[src/rtl/vr_sample_align_if.sv]
// Handshake bundle for vr_sample_align: per-channel sample inputs with
// valid/ready, and one aligned output frame with valid/ready and stale flags.
// The source/sink side uses the master modport; the aligner uses slave.
interface vr_sample_align_if #(
  parameter int N_CH = 4,
  parameter int DW   = 16
);
  logic [N_CH-1:0]    ch_en;
  logic [N_CH*DW-1:0] in_data;
  logic [N_CH-1:0]    in_valid;
  logic [N_CH-1:0]    in_ready;
  logic [N_CH*DW-1:0] out_data;
  logic               out_valid;
  logic               out_ready;
  logic [N_CH-1:0]    out_stale;

  modport master (
    output ch_en, in_data, in_valid, out_ready,
    input  in_ready, out_data, out_valid, out_stale
  );

  modport slave (
    input  ch_en, in_data, in_valid, out_ready,
    output in_ready, out_data, out_valid, out_stale
  );
endinterface

[src/rtl/vr_sample_align.sv]
// vr_sample_align: collects one sample per enabled channel into per-channel
// hold registers, then presents them together as one aligned frame.
// Disabled channels are always ready; their samples update the hold register
// but never gate frame completion, and show up flagged as stale.
// Optional feature: define VR_SAMPLE_ALIGN_TIMEOUT_EN to force a frame out
// TIMEOUT_CYC cycles after the first capture even if channels are missing.
module vr_sample_align #(
  parameter int N_CH        = 4,
  parameter int DW          = 16,
  parameter int TIMEOUT_CYC = 1024
) (
  input  logic               clk,
  input  logic               rst_n,
  vr_sample_align_if.slave   bus
);

  // Parameter range guard, evaluated at elaboration only.
  if (N_CH < 1 || N_CH > 16 || DW < 1 || TIMEOUT_CYC < 2) begin : g_bad_param
    $error("vr_sample_align: parameter out of range");
  end

  typedef enum logic {COLLECT = 1'b0, PRESENT = 1'b1} state_t;

  state_t             state_q, state_d;
  logic [N_CH-1:0]    fresh_q, fresh_d;
  logic [N_CH*DW-1:0] out_data_q, out_data_d;
  logic               out_valid_q, out_valid_d;
  logic [N_CH-1:0]    out_stale_q, out_stale_d;

  logic [N_CH-1:0]    in_ready_c;
  logic [N_CH-1:0]    xfer;
  logic [N_CH*DW-1:0] hold_next_flat;
  logic               all_fresh;
  logic               tmo_hit;

  // Per-channel ready, transfer detect and hold register.
  for (genvar gi = 0; gi < N_CH; gi++) begin : g_ch
    logic [DW-1:0] hold_q, hold_d;

    // Enabled channels take one sample per frame and stall while presenting;
    // disabled channels are never back-pressured.
    assign in_ready_c[gi] = bus.ch_en[gi] ? ((state_q == COLLECT) && !fresh_q[gi]) : 1'b1;
    assign xfer[gi]       = bus.in_valid[gi] && in_ready_c[gi];

    // Hold register captures every accepted sample, in either state.
    always_comb begin
      hold_d = hold_q;
      if (xfer[gi]) hold_d = bus.in_data[gi*DW +: DW];
    end

    // Hold register state.
    always_ff @(posedge clk or negedge rst_n) begin
      if (!rst_n) hold_q <= '0;
      else        hold_q <= hold_d;
    end

    // Snapshot source includes this cycle's captures.
    assign hold_next_flat[gi*DW +: DW] = hold_d;
  end

  // Fresh flags: set by enabled captures while collecting, cleared when the
  // frame is consumed. A flag on a channel that gets disabled just persists.
  always_comb begin
    fresh_d = fresh_q;
    if (state_q == COLLECT) begin
      fresh_d = fresh_q | (xfer & bus.ch_en);
    end else if (bus.out_ready) begin
      fresh_d = '0;
    end
  end

  assign all_fresh = (bus.ch_en != '0) && ((fresh_d & bus.ch_en) == bus.ch_en);

`ifdef VR_SAMPLE_ALIGN_TIMEOUT_EN
  localparam int CNT_W = $clog2(TIMEOUT_CYC) + 1;

  logic [CNT_W-1:0] cnt_q, cnt_d;

  assign tmo_hit = (state_q == COLLECT) && (cnt_q == CNT_W'(TIMEOUT_CYC - 1));

  // Timeout counter: runs from the first capture of a frame (the capture
  // cycle itself counts), idles while nothing is fresh, clears on completion.
  always_comb begin
    cnt_d = cnt_q;
    if (state_q != COLLECT || all_fresh || tmo_hit) begin
      cnt_d = '0;
    end else if (|fresh_d) begin
      cnt_d = cnt_q + 1'b1;
    end
  end

  // Timeout counter state.
  always_ff @(posedge clk or negedge rst_n) begin
    if (!rst_n) cnt_q <= '0;
    else        cnt_q <= cnt_d;
  end
`else
  assign tmo_hit = 1'b0;
`endif

  // Frame FSM next-state and output snapshot.
  always_comb begin
    state_d     = state_q;
    out_data_d  = out_data_q;
    out_valid_d = out_valid_q;
    out_stale_d = out_stale_q;
    case (state_q)
      COLLECT: begin
        if (all_fresh || tmo_hit) begin
          state_d     = PRESENT;
          out_data_d  = hold_next_flat;
          out_valid_d = 1'b1;
          out_stale_d = ~fresh_d;
        end
      end
      PRESENT: begin
        if (bus.out_ready) begin
          state_d     = COLLECT;
          out_valid_d = 1'b0;
        end
      end
      default: begin
        state_d     = COLLECT;
        out_valid_d = 1'b0;
      end
    endcase
  end

  // Frame FSM and output registers.
  always_ff @(posedge clk or negedge rst_n) begin
    if (!rst_n) begin
      state_q     <= COLLECT;
      fresh_q     <= '0;
      out_data_q  <= '0;
      out_valid_q <= 1'b0;
      out_stale_q <= '0;
    end else begin
      state_q     <= state_d;
      fresh_q     <= fresh_d;
      out_data_q  <= out_data_d;
      out_valid_q <= out_valid_d;
      out_stale_q <= out_stale_d;
    end
  end

  assign bus.in_ready  = in_ready_c;
  assign bus.out_data  = out_data_q;
  assign bus.out_valid = out_valid_q;
  assign bus.out_stale = out_stale_q;

endmodule

[src/flat_wrapper.sv]
// flat-port wrapper written by rule: the top's interface ports become plain ports
module vr_sample_align_flat 
#(
  parameter int N_CH        = 4,
  parameter int DW          = 16,
  parameter int TIMEOUT_CYC = 1024
)
  (clk, rst_n, bus_ch_en, bus_in_data, bus_in_valid, bus_out_ready, bus_in_ready, bus_out_data, bus_out_valid, bus_out_stale);
  vr_sample_align_if #(.N_CH(N_CH), .DW(DW)) bus_i ();
  input  logic clk;
  input  logic rst_n;
  input wire logic [$bits(bus_i.ch_en)-1:0] bus_ch_en;
  input wire logic [$bits(bus_i.in_data)-1:0] bus_in_data;
  input wire logic [$bits(bus_i.in_valid)-1:0] bus_in_valid;
  input wire logic [$bits(bus_i.out_ready)-1:0] bus_out_ready;
  output wire logic [$bits(bus_i.in_ready)-1:0] bus_in_ready;
  output wire logic [$bits(bus_i.out_data)-1:0] bus_out_data;
  output wire logic [$bits(bus_i.out_valid)-1:0] bus_out_valid;
  output wire logic [$bits(bus_i.out_stale)-1:0] bus_out_stale;
  assign bus_i.ch_en = bus_ch_en;
  assign bus_i.in_data = bus_in_data;
  assign bus_i.in_valid = bus_in_valid;
  assign bus_i.out_ready = bus_out_ready;
  assign bus_in_ready = bus_i.in_ready;
  assign bus_out_data = bus_i.out_data;
  assign bus_out_valid = bus_i.out_valid;
  assign bus_out_stale = bus_i.out_stale;
  vr_sample_align #(.N_CH(N_CH), .DW(DW), .TIMEOUT_CYC(TIMEOUT_CYC)) u_core (.clk(clk), .rst_n(rst_n), .bus(bus_i));
endmodule
[config.mk]
export PLATFORM = sky130hd
export DESIGN_NAME = vr_sample_align_flat
export DESIGN_NICKNAME = d
export VERILOG_FILES = /design/src/rtl/vr_sample_align_if.sv /design/src/rtl/vr_sample_align.sv /design/src/flat_wrapper.sv
export SDC_FILE = /design/constraint.sdc
export NUM_CORES = 1
export LEC_CHECK = 0
export ABC_CLOCK_PERIOD_IN_PS = 1500
export CORE_MARGIN = 1
export CORE_UTILIZATION = 43
export DETAILED_ROUTE_END_ITERATION = 8
export GPL_TIMING_DRIVEN = 0
export PLACE_DENSITY = 0.83
export SLEW_MARGIN = 20
export SYNTH_ARGS = -nofsm -noshare
export SYNTH_HDL_FRONTEND = slang
export SYNTH_SLANG_ARGS = --single-unit
[constraint.sdc]
create_clock -name clk -period 1.5 [get_ports clk]
set_input_delay 0.225 -clock clk [delete_from_list [all_inputs] [get_ports clk]]
set_output_delay 0.225 -clock clk [all_outputs]
set_load 0.05 [all_outputs]
==> results.ini, run 1 <==
[power_and_ir_drop]
switchingPower_mw = 7.83
intPower_mw = 11.6
vdd_drop_max_uv = 1470
p_leak_nw = 3.40
switching_share_pct = 40.3
clkPwrFrac_pct = 19.8
comb_power_share_pct = 48.8
p_per_area_mw_per_mm2 = 2500
power_frac_seq_pct = 31.4

[yosys]
ys_warn_count = 0
syn_avg_cell_area_um2 = 16.7
synth_top_area_share_pct = 65.4
syn-instance-count = 316
syn_area_mm2 = 0.00528
synth-seq-cells = 138
yosys.area.top_type = dfrtp_1
synth_top_cells_by_area = dfrtp_1, mux2_2, mux2_4
ys_types = 24
syn-num-nets = 391
yosysSeqAreaShare_pct = 65.4

[global_routing]
grt_pass1_vias = 3460
grt_max_degree = 99
antenna_found_initial = 0
met1_usage_pct = 22.2
grt_pass1_wl_um = 17500
met3_usage_pct = 4.61
grt_busiest_layer = met2
overflow = 0
grt_usage_pct = 18.3
grtUsageMet2_pct = 30.9

[sta]
final_max_slew_viol_count = 0
min_period_ps = 1850
slew_headroom_pct = 67.6
timing.final.ws_setup_ps = -349
rsz0062_at_grt = yes
hold_viol_final = 0
fmax_mhz = 541
worstMarginPinSlew_ps = 488
finalSetupViolations = 73
finalCritPeriodShare_pct = 123
skew_ps = 5.81

[finish]
nets = 578
final_cell_area_mm2 = 0.00777
final_common_cell = dfrtp_1
final_cell_mix = dfrtp_1, mux2_2, clkdlybuf4s50_1
layout-drive-gt1-share_pct = 52.7
post-route-util_pct = 64.7
n_antenna_cell = 0
areaGrowthSynthToFinish_pct = 47.1
fillerInstances = 923

[hold_path]
hold_path.class = primary input to async pin

[place]
placed_area_mm2 = 0.00704
hpwl_um = 7400
globalplace.congestion = 0.707
port-buffer-count = 147

[worst_setup_path]
cpMaxStageDelayCell = dfrtp_1
worstSetupPathType = flip-flop to flip-flop
path_cells = and2b_4 -> o21a_1 -> o211a_1 -> buf_6 -> buf_12 -> buf_12 -> mux2_4
worstSetupEndpointType = flip-flop
regToRegSetupSlack_ps = -350
reg2reg_depth = 7
cp.arrival_ps = 2140
crit_path_start_kind = flip-flop
r2r-start = u_core.state_q
cpMostUsedCell = buf_12
critPathRequiredTime_ps = 1790
rr_endpoint = u_core.bus.out_data[61]
slowest_delay_ps = 420
crit_fanout = 8

[floorplanning]
rows = 40
coreArea_mm2 = 0.0120
io_pins = 148
fp.dieW_um = 113
die-height_um = 113
start_util_pct = 44.0
dieArea_mm2 = 0.0127

[detailed_routing]
detail-route-antenna-nets = 0
avgRoutedWirePerCell_um = 16.6
drc = 0
dr.pass1.iters = 4
vias_per_cell = 4.88
drt_iter0_markers = 149
drt-total-wl_um = 11000
vias = 3238

[clock_network]
cts.sinks = 138
clk_pin_slew_ps = 60
htreeDepth = 4
clk_latency_ps = 410
clockRootBuffer = clkbuf_16
cts_buffer_depth = 2
cts_buffers = 17
cts_tree = yes

[outcome]
violations = setup timing
status = finished, violations left

[flow_run]
max_cap_viol_count = 0

==> repair_timing <==
item / 4_1_cts / 5_1_grt
hold buffers: 1 / 0
gates resized for setup: 214 / 34
buffers inserted: 8 / 10
endpoints found under the hold margin: 40 / 0
cloned: 2 / 0
pin swaps: 2 / 0
setup endpoints to repair: 142 / 127
==> critical path: cells and delay by family, from the launching register on <==
kind            cells  cell delay [ps]
flops               1              420
buf+inv             3              410
compound gates      2              400
mux                 1              290
simple gates        1              220
==> Yosys cell counts <==
library cell / n
dfrtp_1: 138
mux2_2: 123
buf_4: 8
inv_1: 5
mux2_4: 5
a21oi_1: 4
nand2_2: 4
o21ai_2: 4
buf_6: 3
mux2i_1: 3
o2bb2ai_1: 3
a21o_1: 2
a31oi_1: 2
nor2_1: 2
a211oi_2: 1
a22o_1: 1
and2b_4: 1
buf_2: 1
buf_8: 1
nand2_1: 1
nor3b_1: 1
nor4_1: 1
o211a_1: 1
o21a_1: 1
==> sequential cells by signal (all words and copies together) (netlist names) <==
register / flops
u_core.bus.out_stale: 4
u_core.bus.out_data: 64
u_core.fresh_q: 4
u_core.bus.out_valid: 1
u_core.g_ch.hold_q: 64
u_core.state_q: 1
==> power groups by stage <==
stage	combinational, mW	sequential [mW]	clock [mW]
final	9.47	6.10	3.85
after global routing	9.92	6.29	4.08
after CTS	9.64	6.11	3.93
after detailed placement	9.47	6.15	0
after global placement	9.29	6.06	0
after floorplan	3.17	9.39	0
==> per-stage QoR <==
step | setup slack (ps) | power, mW | hold slack (ps) | std cells | setup TNS [ps]
2_1_floorplan | -337 | 12.6 | -70.6 | 316 | -20070
3_3_place_gp | -4960 | 15.3 | 468 | 610 | -739230
3_5_place_dp | -817 | 15.6 | 127 | 611 | -58500
4_1_cts | -326 | 19.7 | 290 | 654 | -20250
5_1_grt | -392 | 20.3 | 307 | 663 | -25230
6_report | -349 | 19.4 | 288 | 663 | -20550
==> final cells by class <==
type / count / area, um2 / share of cell area (%)
clock inverters: 8 / 68.8 / 0.886
multi-input cells: 160 / 1790 / 23.0
inverters: 5 / 18.8 / 0.242
well taps: 147 / 184 / 2.37
flip-flops and latches: 138 / 3450 / 44.4
repair buffers: 168 / 1630 / 21.0
clock buffers: 24 / 482 / 6.20
plain buffers: 13 / 145 / 1.87
==> worst max path at each step <==
| stage | endpoint | start | cells past startpoint | slack [ps] |
|---|---|---|---|---|
| after global placement | u_core.bus.out_data[23] | rst_n | 1 | -4960 |
| after floorplan | u_core.bus.out_data[53] | u_core.state_q | 6 | -340 |
| after global routing | u_core.bus.out_data[58] | u_core.state_q | 7 | -390 |
| final | u_core.bus.out_data[61] | u_core.state_q | 7 | -350 |
| after detailed placement | u_core.bus.out_data[62] | bus_ch_en[2] | 8 | -820 |
| after CTS | u_core.bus.out_data[61] | u_core.state_q | 7 | -330 |
==> routing by layer <==
| metal | part of all wire, % | wire length (um) | vias up |
|---|---|---|---|
| met4 | 1.7 | 183 | 0 |
| met1 | 44 | 4830 | 1634 |
| met5 | 0 | 0 | - |
| met3 | 5.0 | 547 | 16 |
| met2 | 49 | 5450 | 97 |
| li1 | - | - | 1491 |
==> cells by family (layout without fill, tap and decap cells) <==
family	after synthesis	in the layout	synth area share (%)
and+or+nand+nor	10	10	1.14
DFF	138	138	65.4
muxes	131	131	28.2
buffers and inverters	18	218	2.51
AOI/OAI and AO/OA	19	19	2.79
Power figures use the tool's default switching activity.
==> run 2: changes to the inputs <==
CAP_MARGIN = 5   (was unset)
==> results of run 2 <==
Final layout, timing and power as in run 1 (identical DEF).
==> variant: new RTL, settings of run 2 <==
Build with the macro `VR_SAMPLE_ALIGN_TIMEOUT_EN` defined.
--- a/src/rtl/vr_sample_align.sv
+++ b/src/rtl/vr_sample_align.sv
@@ -5,4 +5,6 @@
 // Optional feature: define VR_SAMPLE_ALIGN_TIMEOUT_EN to force a frame out
 // TIMEOUT_CYC cycles after the first capture even if channels are missing.
+`define VR_SAMPLE_ALIGN_TIMEOUT_EN
+
 module vr_sample_align #(
   parameter int N_CH        = 4,
Formal check against the unedited RTL: same outputs for any inputs over 4 cycles, from zero or initial values and one cycle with rst_n low; that may be too few to reach the edited logic, so the function may still have changed.
==> variant against run 2 <==
- the flow still finishes with violations (setup timing)
- total power grew 12%
- fmax shrank 12%
- design area is 18% higher
- wire length increased by 25%
- critical endpoint is now u_core.bus.out_data[51]$_DFFE_PN0P_
- worst setup slack got worse by 260 ps
- highest routed layer unchanged
- count of clock-buffer cells in the layout is 1 higher
- synthesized area increased by 12%
- non-clock buffer count is 22 higher
- sequential cell count grew 11
==> variant: results (changes against run 2) <==
[synthesis]
syn-num-nets=459  ; +17%
synth-xor-area-share_pct=0.296  ; +0.30 points
synth.mux.area_fraction_pct=25.2  ; -3.0 points
synth.distinct_cells=41  ; +71%
synth_edf_count=0  ; unchanged
synth_area_leaders=dfrtp_1, mux2_2, mux2_4
yosys-top-cells-count=dfrtp_1, mux2_2, a21oi_1, nor2_1, mux2_4
synth_compound_gate_area_share_pct=4.02  ; +1.2 points
yosysSeqAreaShare_pct=63.0  ; -2.4 points
netlist_area_sq_um=5920  ; +12%
synthAdderAreaFrac_pct=0.211  ; +0.21 points
async_flop_share_pct=100  ; unchanged
synthCells=383  ; +21%

[cells_and_area]
n_antenna_cell=0  ; unchanged
fin_nets=669  ; +16%
drive_above_1_share_pct=53.1  ; +0.42 points

[status]
status=finished with violations
violations=setup timing

[timing]
fin_skew_ps=7.24  ; +1.43 ps
whs_ps=360  ; +71.8 ps
fin_tns_setup_ps=-43390  ; -22840 ps
worst_slack_ps=-607  ; -258 ps
setup_viol=138  ; +89%
slew_headroom_pct=59.3  ; -8.3 points

[critical_path]
cp_max_fo=10  ; +2
cp.arrival_ps=2400  ; +260 ps
worstReg2RegStart=u_core.fresh_q[1]$_DFF_PN0_
rr_endpoint=u_core.bus.out_data[51]$_DFFE_PN0P_

[grt]
grt_max_degree=81  ; -18%
grt_pass1_wl_um=21000  ; +20%
first_global_vias=4240  ; +23%
grt_usage_pct=19.1  ; +0.85 points

[routing]
viasPerCell=5.11  ; +4.6%
dr.pass1.iters=4  ; unchanged
routedWlPerCell_um=17.5  ; +5.7%
routed_wl_um=13700  ; +25%
drt-initial-drc-count=150  ; +0.67%

[clock_network]
cts.reportedPaths.clkPinSlew_ps=60  ; about the same
clk_path_buf_depth=2  ; unchanged
clock_latency_ps=410  ; about the same
cts_root_buf=clkbuf_16
htreeDepth=4  ; unchanged

[power_and_ir_drop]
peakVddDrop_mv=1.30  ; -12%
power_leakage_nw=3.93  ; +16%

[placement]
placed_cells=707  ; +16%
io_buffers=147  ; unchanged
finalWeightedCongestion=0.810  ; +15%
dp_hpwl_um=8510  ; +15%
dpl_cell_area_sq_um=7750  ; +10%

[hold_path]
hp-start=bus_out_ready
min_to=u_core.state_q$_DFF_PN0_
worstHoldPathType=in2reg

[variant: changes by cell type after synthesis, sizes merged, moves of 4 or more]
| cell | delta |
|---|---|
| dfrtp | +11 |
| nor2 | +10 |
| a21oi | +9 |
| nand2b | +5 |
| a22oi | +4 |
| a31o | +4 |
| nor3 | +4 |
[variant: through the flow]
step                      util, %  setup slack [ps]  power (W)
after detailed placement     58.0             -1170     0.0161
after CTS                    65.5              -570     0.0210
after global routing         68.6              -654     0.0227
after global placement       57.8             -5420     0.0158
final                        68.6              -607     0.0218
after floorplan                 -              -502     0.0130
[variant: kinds of logic (layout without fill, tap and decap cells)]
logic type / Yosys count / count (layout)
mux: 129 / 129
xor+xnor: 2 / 2
simple gates: 52 / 52
flops: 149 / 149
buf+inv: 14 / 237
compound gates: 36 / 36
fa+ha+maj: 1 / 1
[variant: where the power goes]
part	switching [W]	total (W)	internal, W
Sequential	0.000742	0.00641	0.00566
Clock	0.00155	0.00456	0.00301
Combinational	0.00623	0.0108	0.00456
[variant: how the worst max path moves through the flow]
stage / from / to / depth (start not counted)
finish: u_core.fresh_q[1]$_DFF_PN0_ / u_core.bus.out_data[51]$_DFFE_PN0P_ / 7
floorplan: u_core.fresh_q[1]$_DFF_PN0_ / u_core.bus.out_data[47]$_DFFE_PN0P_ / 7
global route: u_core.fresh_q[2]$_DFF_PN0_ / u_core.bus.out_data[48]$_DFFE_PN0P_ / 7
detailed placement: bus_out_ready / u_core.bus.out_data[51]$_DFFE_PN0P_ / 8
global placement: rst_n / u_core.bus.out_data[23]$_DFFE_PN0P_ / 1
CTS: u_core.fresh_q[2]$_DFF_PN0_ / u_core.bus.out_data[51]$_DFFE_PN0P_ / 7
[variant: layer usage]
| metal | global-route usage (%) | wire length (um) |
|---|---|---|
| met1 | 23.4 | 5730 |
| met2 | 31.3 | 6980 |
| met5 | 0 | 0 |
| met4 | 8.36 | 230 |
| met3 | 5.94 | 776 |
[variant: repair_timing]
action	CTS	global route
endpoints found under the hold margin	79	0
hold buffers	1	0
setup buffers	16	25
cloned	1	2
gates resized for setup	255	57
setup endpoints to repair	187	120
pin swaps	4	12
[variant: layout make-up]
cell class,count,area (sq um)
inverter,2,7.51
fill,896,4190
multi-input combinational,220,2360
buffer,11,150
tap,176,220
sequential,149,3730
clock inverter,7,141
clock buffer,25,505
timing repair buffer,192,2040
[variant: worst max-delay path, cell delays in order (launching register included)]
cell	delay, ps
dfrtp_1	380
nor3b_1	70
a21o_1	230
or4_4	590
nand2_8	120
buf_12	140
buf_12	140
mux2_1	320
